## src/rtl/rgb_led_driver_pkg.sv

```systemverilog
// rgb_pkg: shared colour type and named colour constants
// for the RGB LED driver and its stability filter.
package rgb_pkg;

  typedef struct packed {
    logic r;
    logic g;
    logic b;
  } rgb_t;

  localparam rgb_t RGB_OFF   = 3'b000;
  localparam rgb_t RGB_RED   = 3'b100;
  localparam rgb_t RGB_GREEN = 3'b010;
  localparam rgb_t RGB_BLUE  = 3'b001;

endpackage

```

## src/rtl/rgb_led_driver_if.sv

```systemverilog
// rgb_led_driver_if: comparator levels, PWM controls and LED
// pins. slave = driver side, master = the block feeding it.
interface rgb_led_driver_if #(
  parameter int CNT_W = 8
);
  import rgb_pkg::*;

  logic             red;
  logic             green;
  logic             blue;
  logic             en;
  logic [CNT_W-1:0] duty;
  logic             led_r;
  logic             led_g;
  logic             led_b;
  logic [2:0]       colour_o;
  logic             changed;

  modport master (
    output red, green, blue, en, duty,
    input  led_r, led_g, led_b, colour_o, changed
  );

  modport slave (
    input  red, green, blue, en, duty,
    output led_r, led_g, led_b, colour_o, changed
  );

endinterface

```

## src/rtl/rgb_led_driver_stable_filter.sv

```systemverilog
// rgb_stable_filter: commits a colour once it has been sampled
// STABLE_CYCLES times in a row. Ports: clk, rst, rgb_i in;
// colour_o (committed), colour_nxt_o (next committed), changed_o.
module rgb_stable_filter
  import rgb_pkg::*;
#(
  parameter int STABLE_CYCLES = 4
) (
  input  logic clk,
  input  logic rst,
  input  rgb_t rgb_i,
  output rgb_t colour_o,
  output rgb_t colour_nxt_o,
  output logic changed_o
);

  localparam int CW = $clog2(STABLE_CYCLES + 1);
  localparam logic [CW-1:0] SAT = CW'(STABLE_CYCLES);
  localparam logic [CW-1:0] TH  = CW'(STABLE_CYCLES - 1);
  localparam logic [CW-1:0] ONE = CW'(1);

  rgb_t          in_q, in_d;
  rgb_t          cand_q, cand_d;
  logic [CW-1:0] cnt_q, cnt_d;
  rgb_t          colour_q, colour_d;
  logic          changed_q, changed_d;
  logic          commit;

  always_comb begin
    in_d      = rgb_i;
    cand_d    = cand_q;
    cnt_d     = cnt_q;
    colour_d  = colour_q;
    commit    = (in_q == cand_q) && (cnt_q >= TH)
              && (cand_q != colour_q);
    if (in_q != cand_q) begin
      cand_d = in_q;
      cnt_d  = ONE;
    end else if (cnt_q != SAT) begin
      cnt_d = cnt_q + ONE;
    end
    if (commit) colour_d = cand_q;
    changed_d = commit;
  end

  always_ff @(posedge clk) begin
    if (rst) begin
      in_q      <= RGB_OFF;
      cand_q    <= RGB_OFF;
      cnt_q     <= '0;
      colour_q  <= RGB_OFF;
      changed_q <= 1'b0;
    end else begin
      in_q      <= in_d;
      cand_q    <= cand_d;
      cnt_q     <= cnt_d;
      colour_q  <= colour_d;
      changed_q <= changed_d;
    end
  end

  assign colour_o     = colour_q;
  assign colour_nxt_o = colour_d;
  assign changed_o    = changed_q;

endmodule

```

## src/rtl/rgb_led_driver.sv

```systemverilog
// rgb_led_driver: filtered colour drives RGB pins with PWM;
// colour/duty latch only at period boundaries. Ports: clk,
// rst, bus (slave: levels, en, duty in; led_*, colour_o, changed).
module rgb_led_driver
  import rgb_pkg::*;
#(
  parameter int CNT_W         = 8,
  parameter int STABLE_CYCLES = 4
) (
  input logic             clk,
  input logic             rst,
  rgb_led_driver_if.slave bus
);

  localparam logic [CNT_W-1:0] ONE = CNT_W'(1);

  rgb_t             in_rgb;
  rgb_t             colour, colour_nxt;
  logic             changed;

  logic [CNT_W-1:0] pwm_cnt_q, pwm_cnt_d;
  logic [CNT_W-1:0] duty_q, duty_d;
  rgb_t             colour_pwm_q, colour_pwm_d;
  rgb_t             led_q, led_d;
  logic             en_q;
  logic             run, bound;

  assign in_rgb = '{r: bus.red, g: bus.green, b: bus.blue};

  rgb_stable_filter #(
    .STABLE_CYCLES(STABLE_CYCLES)
  ) u_filter (
    .clk         (clk),
    .rst         (rst),
    .rgb_i       (in_rgb),
    .colour_o    (colour),
    .colour_nxt_o(colour_nxt),
    .changed_o   (changed)
  );

  // The first enabled edge shows position 0, so a period
  // starts cleanly on enable rise.
  always_comb begin
    run          = bus.en & en_q;
    bound        = ~run | (pwm_cnt_q == '1);
    pwm_cnt_d    = run ? pwm_cnt_q + ONE : '0;
    duty_d       = bound ? bus.duty : duty_q;
    colour_pwm_d = bound ? colour_nxt : colour_pwm_q;
    led_d        = RGB_OFF;
    if (bus.en && (pwm_cnt_d < duty_d)) led_d = colour_pwm_d;
  end

  always_ff @(posedge clk) begin
    if (rst) begin
      pwm_cnt_q    <= '0;
      duty_q       <= '0;
      colour_pwm_q <= RGB_OFF;
      led_q        <= RGB_OFF;
      en_q         <= 1'b0;
    end else begin
      pwm_cnt_q    <= pwm_cnt_d;
      duty_q       <= duty_d;
      colour_pwm_q <= colour_pwm_d;
      led_q        <= led_d;
      en_q         <= bus.en;
    end
  end

  assign bus.led_r    = led_q.r;
  assign bus.led_g    = led_q.g;
  assign bus.led_b    = led_q.b;
  assign bus.colour_o = colour;
  assign bus.changed  = changed;

endmodule

```

## src/flat_wrapper.sv

```systemverilog
// flat-port wrapper written by rule: the top's interface ports become plain ports
module rgb_led_driver_flat import rgb_pkg::*;
#(
  parameter int CNT_W         = 8,
  parameter int STABLE_CYCLES = 4
)
  (clk, rst, bus_red, bus_green, bus_blue, bus_en, bus_duty, bus_led_r, bus_led_g, bus_led_b, bus_colour_o, bus_changed);
  rgb_led_driver_if #(.CNT_W(CNT_W)) bus_i ();
  input logic clk;
  input logic rst;
  input wire logic [$bits(bus_i.red)-1:0] bus_red;
  input wire logic [$bits(bus_i.green)-1:0] bus_green;
  input wire logic [$bits(bus_i.blue)-1:0] bus_blue;
  input wire logic [$bits(bus_i.en)-1:0] bus_en;
  input wire logic [$bits(bus_i.duty)-1:0] bus_duty;
  output wire logic [$bits(bus_i.led_r)-1:0] bus_led_r;
  output wire logic [$bits(bus_i.led_g)-1:0] bus_led_g;
  output wire logic [$bits(bus_i.led_b)-1:0] bus_led_b;
  output wire logic [$bits(bus_i.colour_o)-1:0] bus_colour_o;
  output wire logic [$bits(bus_i.changed)-1:0] bus_changed;
  assign bus_i.red = bus_red;
  assign bus_i.green = bus_green;
  assign bus_i.blue = bus_blue;
  assign bus_i.en = bus_en;
  assign bus_i.duty = bus_duty;
  assign bus_led_r = bus_i.led_r;
  assign bus_led_g = bus_i.led_g;
  assign bus_led_b = bus_i.led_b;
  assign bus_colour_o = bus_i.colour_o;
  assign bus_changed = bus_i.changed;
  rgb_led_driver #(.CNT_W(CNT_W), .STABLE_CYCLES(STABLE_CYCLES)) u_core (.clk(clk), .rst(rst), .bus(bus_i));
endmodule
```

## config.mk

```make
export PLATFORM = sky130hd
export DESIGN_NAME = rgb_led_driver_flat
export DESIGN_NICKNAME = d
export VERILOG_FILES = /design/src/rtl/rgb_led_driver_pkg.sv /design/src/rtl/rgb_led_driver_if.sv /design/src/rtl/rgb_led_driver_stable_filter.sv /design/src/rtl/rgb_led_driver.sv /design/src/flat_wrapper.sv
export SDC_FILE = /design/constraint.sdc
export NUM_CORES = 1
export LEC_CHECK = 0
export CAP_MARGIN = 20
export CORE_ASPECT_RATIO = 1.5
export CORE_MARGIN = 1
export CORE_UTILIZATION = 37
export DETAILED_ROUTE_END_ITERATION = 16
export HOLD_SLACK_MARGIN = 0.08
export PLACE_DENSITY = 0.61
export SLEW_MARGIN = 20
export SYNTH_ARGS = -nofsm -noshare
export SYNTH_HDL_FRONTEND = slang
export SYNTH_SLANG_ARGS = --single-unit
```

## constraint.sdc

```tcl
create_clock -name clk -period 2.7 [get_ports clk]
set_input_delay 0.27 -clock clk [delete_from_list [all_inputs] [get_ports clk]]
set_output_delay 0.27 -clock clk [all_outputs]
set_load 0.03 [all_outputs]
```

==> results.json, run 1 <==
{
  "status": "complete, no violations",
  "synth_edf_count": 0,
  "ys_seq_elements": 36,
  "wl_um": 3300,
  "dp.cells": 234,
  "fin_crit_ns": 2.53,
  "use_met1_pct": 16.5,
  "yosys.area.top_type_share_pct": 43.4,
  "fp.dieW_um": 56.7,
  "path_clk_slew_ns": 0.06,
  "leakage_nw": 0.868,
  "ff2ff_path_depth": 9,
  "clock-sinks": 36,
  "grt_use_total_pct": 15.5,
  "drc": 0,
  "grt_antenna_before_repair": 0,
  "start_kind": "register",
  "tightestPinTransition_ns": 0.363,
  "yosysMostFrequentCell": "dfxtp_1",
  "ys.flop_type": "dfxtp_1",
  "final_max_slew_viol_count": 0,
  "finClkSkew_ns": 0.00532,
  "grt_pass1_vias": 1334,
  "relSlewSlack_pct": 75.8,
  "via_count": 1278,
  "fmax_mhz": 395,
  "path_depth": 9,
  "crit_path_end_kind": "register",
  "io_pins": 21,
  "netlist_area_um2": 1660,
  "r2r-start": "u_core.pwm_cnt_q[4]",
  "port_buffers": 20,
  "syn_inst": 168,
  "final.period_utilization_pct": 93.8,
  "drt_iter0_drc": 27,
  "critPathMaxStageDelay_ns": 0.42,
  "grt_max_degree": 33,
  "core_um2": 4280,
  "syn2layout_area_growth_pct": 24.7,
  "final_net_count": 224,
  "grt_overflow": 0,
  "finalPower_w": 0.00106,
  "reg2reg_to": "u_core.bus.led_g",
  "hold_path.class": "register to register",
  "setup_violations": 0,
  "final_cells": 246,
  "crit_path_cell_trace": "nand4_1 > o21ai_4 > buf_12 > mux2i_1 > ha_1 > o21a_1 > o221ai_1 > and4bb_1 > nor4_1",
  "synth.net_count": 193,
  "ys_types": 35,
  "globalRouteMet3Util_pct": 4.50,
  "critPathLaunch": "u_core.pwm_cnt_q[4]",
  "hold_buffers": 0,
  "synthTopCellsByCount": "dfxtp_1 (36), nor2_1 (23), nor3_1 (13), ha_1 (11), mux2i_1 (9)",
  "clock_latency_ns": 0.28,
  "cp_data_arrival_time_ns": 2.71,
  "diodes": 0,
  "htree_levels": 2,
  "cts_buffers": 5,
  "avgSynthCellArea_um2": 9.88,
  "cts_tree": "built",
  "synth_top_area_cell": "dfxtp_1",
  "vdd_ir_drop_max_mv": 0.231,
  "crit_type": "register to register",
  "rsz0062_at_grt": "no",
  "crit_path_max_fanout": 8,
  "grtUsageMet2_pct": 27.3,
  "routedWlPerCell_um": 13.4,
  "gp_congestion": 0.806,
  "critical_path.endpoint": "u_core.bus.led_g",
  "power_density_nw_per_um2": 511,
  "report.final.hold_viol_count": 0,
  "yosys_warnings": 0,
  "clockBufferDepth": 2,
  "dieArea_um2": 4760,
  "synth-async-reset-ratio_pct": 0,
  "rrSetupSlack_ns": 0.17,
  "start_util_pct": 38.7,
  "drtAntennaViolNets": 0,
  "grt-busiest-layer": "met2",
  "required_ns": 2.88,
  "crit_buf_inv": 1,
  "tns_ns": 0,
  "rows": 29,
  "cts-root-buf": "clkbuf_8",
  "synth_seq_area_share_pct": 43.4,
  "path_delay_family": "simple AND/OR/NAND/NOR gates",
  "hpwl_um": 2500,
  "maxCapViolations": 0,
  "synthTopCellsByArea": "dfxtp_1 (43%), ha_1 (8.3%), mux2i_1 (5.4%), nor2_1 (5.2%), nor3_1 (3.9%)",
  "crit_slowest_cell": "dfxtp_1",
  "drive_gt1_share_pct": 14.5,
  "routed_via_density": 5.20,
  "drtPass1Iterations": 4,
  "grt_first_pass_wirelength_um": 5730,
  "die_h_um": 84.0
}
## cell usage in the layout (no fill, tap or decap), types with 2 or more instances in the layout
master           Yosys  final
dfxtp_1             36     36
nor2_1              23     23
clkdlybuf4s50_1      0     20
nor3_1              13     13
ha_1                11     11
buf_4                0      9
nand2_1              8      8
mux2i_1              9      8
nor2b_1              8      8
inv_1                7      7
xnor2_1              6      6
clkbuf_8             0      6
xor2_1               5      5
and3_1               4      4
o22a_2               3      3
o221a_1              3      3
nand3_2              2      2
nand4_1              2      2
xnor2_2              2      2
a211oi_1             2      2
o2111ai_1            2      2
nor4_1               2      2
clkbuf_1             4      2
## stage by stage
step | cell area, µm² | hold slack, ns | utilization, % | setup WS (ns)
after global placement | 1920 | 0.472 | 44.9 | 0.0652
after detailed placement | 1920 | 0.474 | 44.9 | -0.0711
after floorplan | 1660 | 0.342 | - | 0.200
after CTS | 2020 | 0.488 | 47.2 | 0.0858
after global routing | 2070 | 0.505 | 48.3 | 0.0326
final | 2070 | 0.481 | 48.3 | 0.167
## logic make-up after synthesis
logic type / after synthesis / synth area share (%)
and+or+nand+nor: 69 / 22.2
DFF: 36 / 43.4
AOI/OAI and AO/OA: 17 / 9.05
xor gates and xnor gates: 13 / 7.77
buffers and inverters: 13 / 3.85
adders and majority gates: 11 / 8.30
muxes: 9 / 5.43
## worst min path at each step
stage	from	slack [ns]	depth (start not counted)	end
floorplan	rst	0.34	1	u_core.u_filter.cand_q[0]
global placement	u_core.u_filter.in_q[0]	0.47	1	u_core.u_filter.cand_q[0]
detailed placement	u_core.u_filter.in_q[0]	0.47	1	u_core.u_filter.cand_q[0]
CTS	u_core.u_filter.in_q[0]	0.49	1	u_core.u_filter.cand_q[0]
global route	u_core.u_filter.in_q[0]	0.50	1	u_core.u_filter.cand_q[0]
finish	u_core.u_filter.in_q[0]	0.48	1	u_core.u_filter.cand_q[0]
## layer usage
layer / part of all wire [%] / up-vias
met5: 0 / -
met3: 3.0 / 6
met1: 41 / 609
met4: 1.8 / 0
met2: 54 / 15
li1: - / 648
## registers in the layout, indices dropped and copies added (netlist names), 3 cells and up
name and flops:
u_core.colour_pwm_q 3, u_core.duty_q 8, u_core.pwm_cnt_q 8, u_core.u_filter.cand_q 3
u_core.u_filter.cnt_q 3, u_core.u_filter.colour_o 3, u_core.u_filter.in_q 3
## power by group
| group | total (W) | internal [W] | switching, W |
|---|---|---|---|
| combinational | 0.000112 | 0.0000574 | 0.0000546 |
| clock | 0.000385 | 0.000208 | 0.000177 |
| sequential | 0.000559 | 0.000549 | 0.0000104 |
| total | 0.00106 | 0.000814 | 0.000242 |
## what timing repair did
item                                   in CTS  in global routing
setup endpoints to repair                   1                  3
resized for setup                           1                  1
endpoints found under the hold margin       0                  0
setup buffers                               0                  4
pin swaps                                   0                  2
## area by class of cell
class,count,area (µm²)
repair buffers,30,288
clock buffers,8,90.1
flip-flops and latches,36,721
inverters,7,26.3
well taps,46,57.6
multi-input cells,119,886
fillers,431,2210
Power figures use the tool's default switching activity.
==> run 2: changes to the inputs <==
--- a/config.mk
+++ b/config.mk
@@ -6,12 +6,14 @@
 export NUM_CORES = 1
 export LEC_CHECK = 0
 export CAP_MARGIN = 20
+export CELL_PAD_IN_SITES_DETAIL_PLACEMENT = 1
+export CELL_PAD_IN_SITES_GLOBAL_PLACEMENT = 2
 export CORE_ASPECT_RATIO = 1.5
 export CORE_MARGIN = 1
-export CORE_UTILIZATION = 37
+export CORE_UTILIZATION = 34
 export DETAILED_ROUTE_END_ITERATION = 16
 export HOLD_SLACK_MARGIN = 0.08
-export PLACE_DENSITY = 0.61
+export PLACE_DENSITY = 0.81
 export SLEW_MARGIN = 20
 export SYNTH_ARGS = -nofsm -noshare
 export SYNTH_HDL_FRONTEND = slang
==> results.json, run 2 (synthesized netlist as in run 1, its figures left out) <==
{
  "status": "complete, no violations",
  "gp_congestion": 0.795,
  "drive_gt1_share_pct": 14.6,
  "start_kind": "register",
  "p_int_w": 0.000809,
  "crit_type": "register to register",
  "hold_buffers": 0,
  "final-seq-area_um2": 721,
  "hpwl_um": 2860,
  "routedWlPerCell_um": 13.9,
  "drtPass1Iterations": 3,
  "grt_antenna_before_repair": 0,
  "diodes": 0,
  "tns_ns": 0,
  "die_h_um": 87.6,
  "clockBufferDepth": 2,
  "p_seq_share_pct": 52.4,
  "cts_tree": "built",
  "drt_iter0_drc": 21,
  "grt_use_total_pct": 15.7,
  "grt_pass1_vias": 1319,
  "ff2ff_path_depth": 11,
  "fp.dieW_um": 59.0,
  "cts_buffers": 5,
  "htree_levels": 2,
  "multiInputGateArea_um2": 886,
  "clock_latency_ns": 0.29,
  "required_ns": 2.90,
  "drtAntennaViolNets": 0,
  "fin_crit_ns": 2.50,
  "relSlewSlack_pct": 73.6,
  "grt_overflow": 0,
  "via_count": 1288,
  "final_max_slew_viol_count": 0,
  "crit_path_end_kind": "register",
  "fin_ws_ns": 0.203,
  "hold-path-cell-count": 1,
  "final_net_count": 222,
  "fmax_mhz": 400,
  "rsz0062_at_grt": "no",
  "io_pins": 21,
  "reg.largest.list": "u_core.duty_q x8, u_core.pwm_cnt_q x8",
  "rows": 30,
  "grt_first_pass_wirelength_um": 6000,
  "leakage_nw": 0.865,
  "switchingPower_w": 0.000259,
  "port_buffers": 20,
  "power.share.clock_pct": 37.1,
  "tightestPinTransition_ns": 0.396,
  "final_cell_area_um2": 2080,
  "final_cell_mix": "dfxtp_1 (36), nor2_1 (23), clkdlybuf4s50_1 (20), nor3_1 (13), ha_1 (11)",
  "cp_data_arrival_time_ns": 2.69,
  "power_density_nw_per_um2": 514,
  "fin_util_pct": 45.0,
  "grt_max_degree": 33,
  "drc": 0,
  "crit_path_max_fanout": 4,
  "final.period_utilization_pct": 92.5,
  "start_util_pct": 35.9,
  "place_ws_ns": -0.106,
  "place_area_um2": 1950,
  "p_comb_share_pct": 10.5,
  "wl_um": 3640,
  "path_clk_slew_ns": 0.08,
  "hold_path.class": "register to register",
  "maxCapViolations": 0,
  "routed_via_density": 4.92,
  "syn2layout_area_growth_pct": 25.3,
  "dieArea_um2": 5170,
  "setup_violations": 0,
  "clock-sinks": 36,
  "report.final.hold_viol_count": 0,
  "switching_share_pct": 24.3,
  "finClkSkew_ns": 0.00798,
  "fill_cells": 558,
  "cts-root-buf": "clkbuf_8",
  "vdd_ir_drop_max_mv": 0.245,
  "layout_commonest_cell": "dfxtp_1",
  "core_um2": 4620
}
-- run 2: metal layers --
layer	GRT usage [%]	vias up	part of all wire [%]
met5	0	-	0
met1	16.2	621	41
met2	29.1	14	54
li1	-	646	-
met3	3.25	7	2.0
met4	7.79	0	2.8
-- run 2: area by class of cell --
| class | count | area share, % |
|---|---|---|
| Multi-Input combinational cell | 119 | 42.6 |
| Inverter | 7 | 1.26 |
| Clock inverter | 2 | 0.482 |
| Timing Repair Buffer | 28 | 13.1 |
| Clock buffer | 6 | 3.97 |
| Tap cell | 64 | 3.85 |
| Sequential cell | 36 | 34.7 |
-- run 2: through the flow --
stage | power (W) | cells | hold slack (ns)
after floorplan | 0.000638 | 168 | 0.342
after global placement | 0.000676 | 252 | 0.471
after detailed placement | 0.000682 | 252 | 0.482
after CTS | 0.00108 | 260 | 0.481
after global routing | 0.00111 | 262 | 0.505
final | 0.00107 | 262 | 0.476
-- run 2: power by group through the flow --
stage / sequential (W) / combinational (W) / clock, W
global placement: 0.000571 / 0.000105 / 0
detailed placement: 0.000572 / 0.000110 / 0
finish: 0.000559 / 0.000112 / 0.000396
global route: 0.000561 / 0.000124 / 0.000428
floorplan: 0.000571 / 0.0000661 / 0
CTS: 0.000559 / 0.000111 / 0.000409
-- run 2: worst paths after layout --
| path | startpoint | end | slack, ns |
|---|---|---|---|
| worst max-delay path | u_core.pwm_cnt_q[0] | u_core.bus.led_b | 0.20 |
| worst min register to register | u_core.u_filter.in_q[0] | u_core.u_filter.cand_q[0] | 0.48 |
| worst max register to register | u_core.pwm_cnt_q[0] | u_core.bus.led_b | 0.20 |
| worst min-delay path | u_core.u_filter.in_q[0] | u_core.u_filter.cand_q[0] | 0.48 |
-- run 2: what timing repair did --
action | CTS | global route
hold endpoints to repair | 0 | 0
resized for setup | 1 | 1
setup endpoints to repair | 3 | 3
buffers inserted | 0 | 2
pin swaps | 0 | 2
-- run 2: critical path, stage by stage (launching register included) --
cell and delay [ns]:
dfxtp_1 0.35, ha_1 0.21, nand3_2 0.12, buf_4 0.18, nor2_1 0.14, xnor2_1 0.18
nor2_1 0.07, ha_1 0.31, and4_1 0.23, o221ai_1 0.06, and4bb_1 0.28, nor4_2 0.28
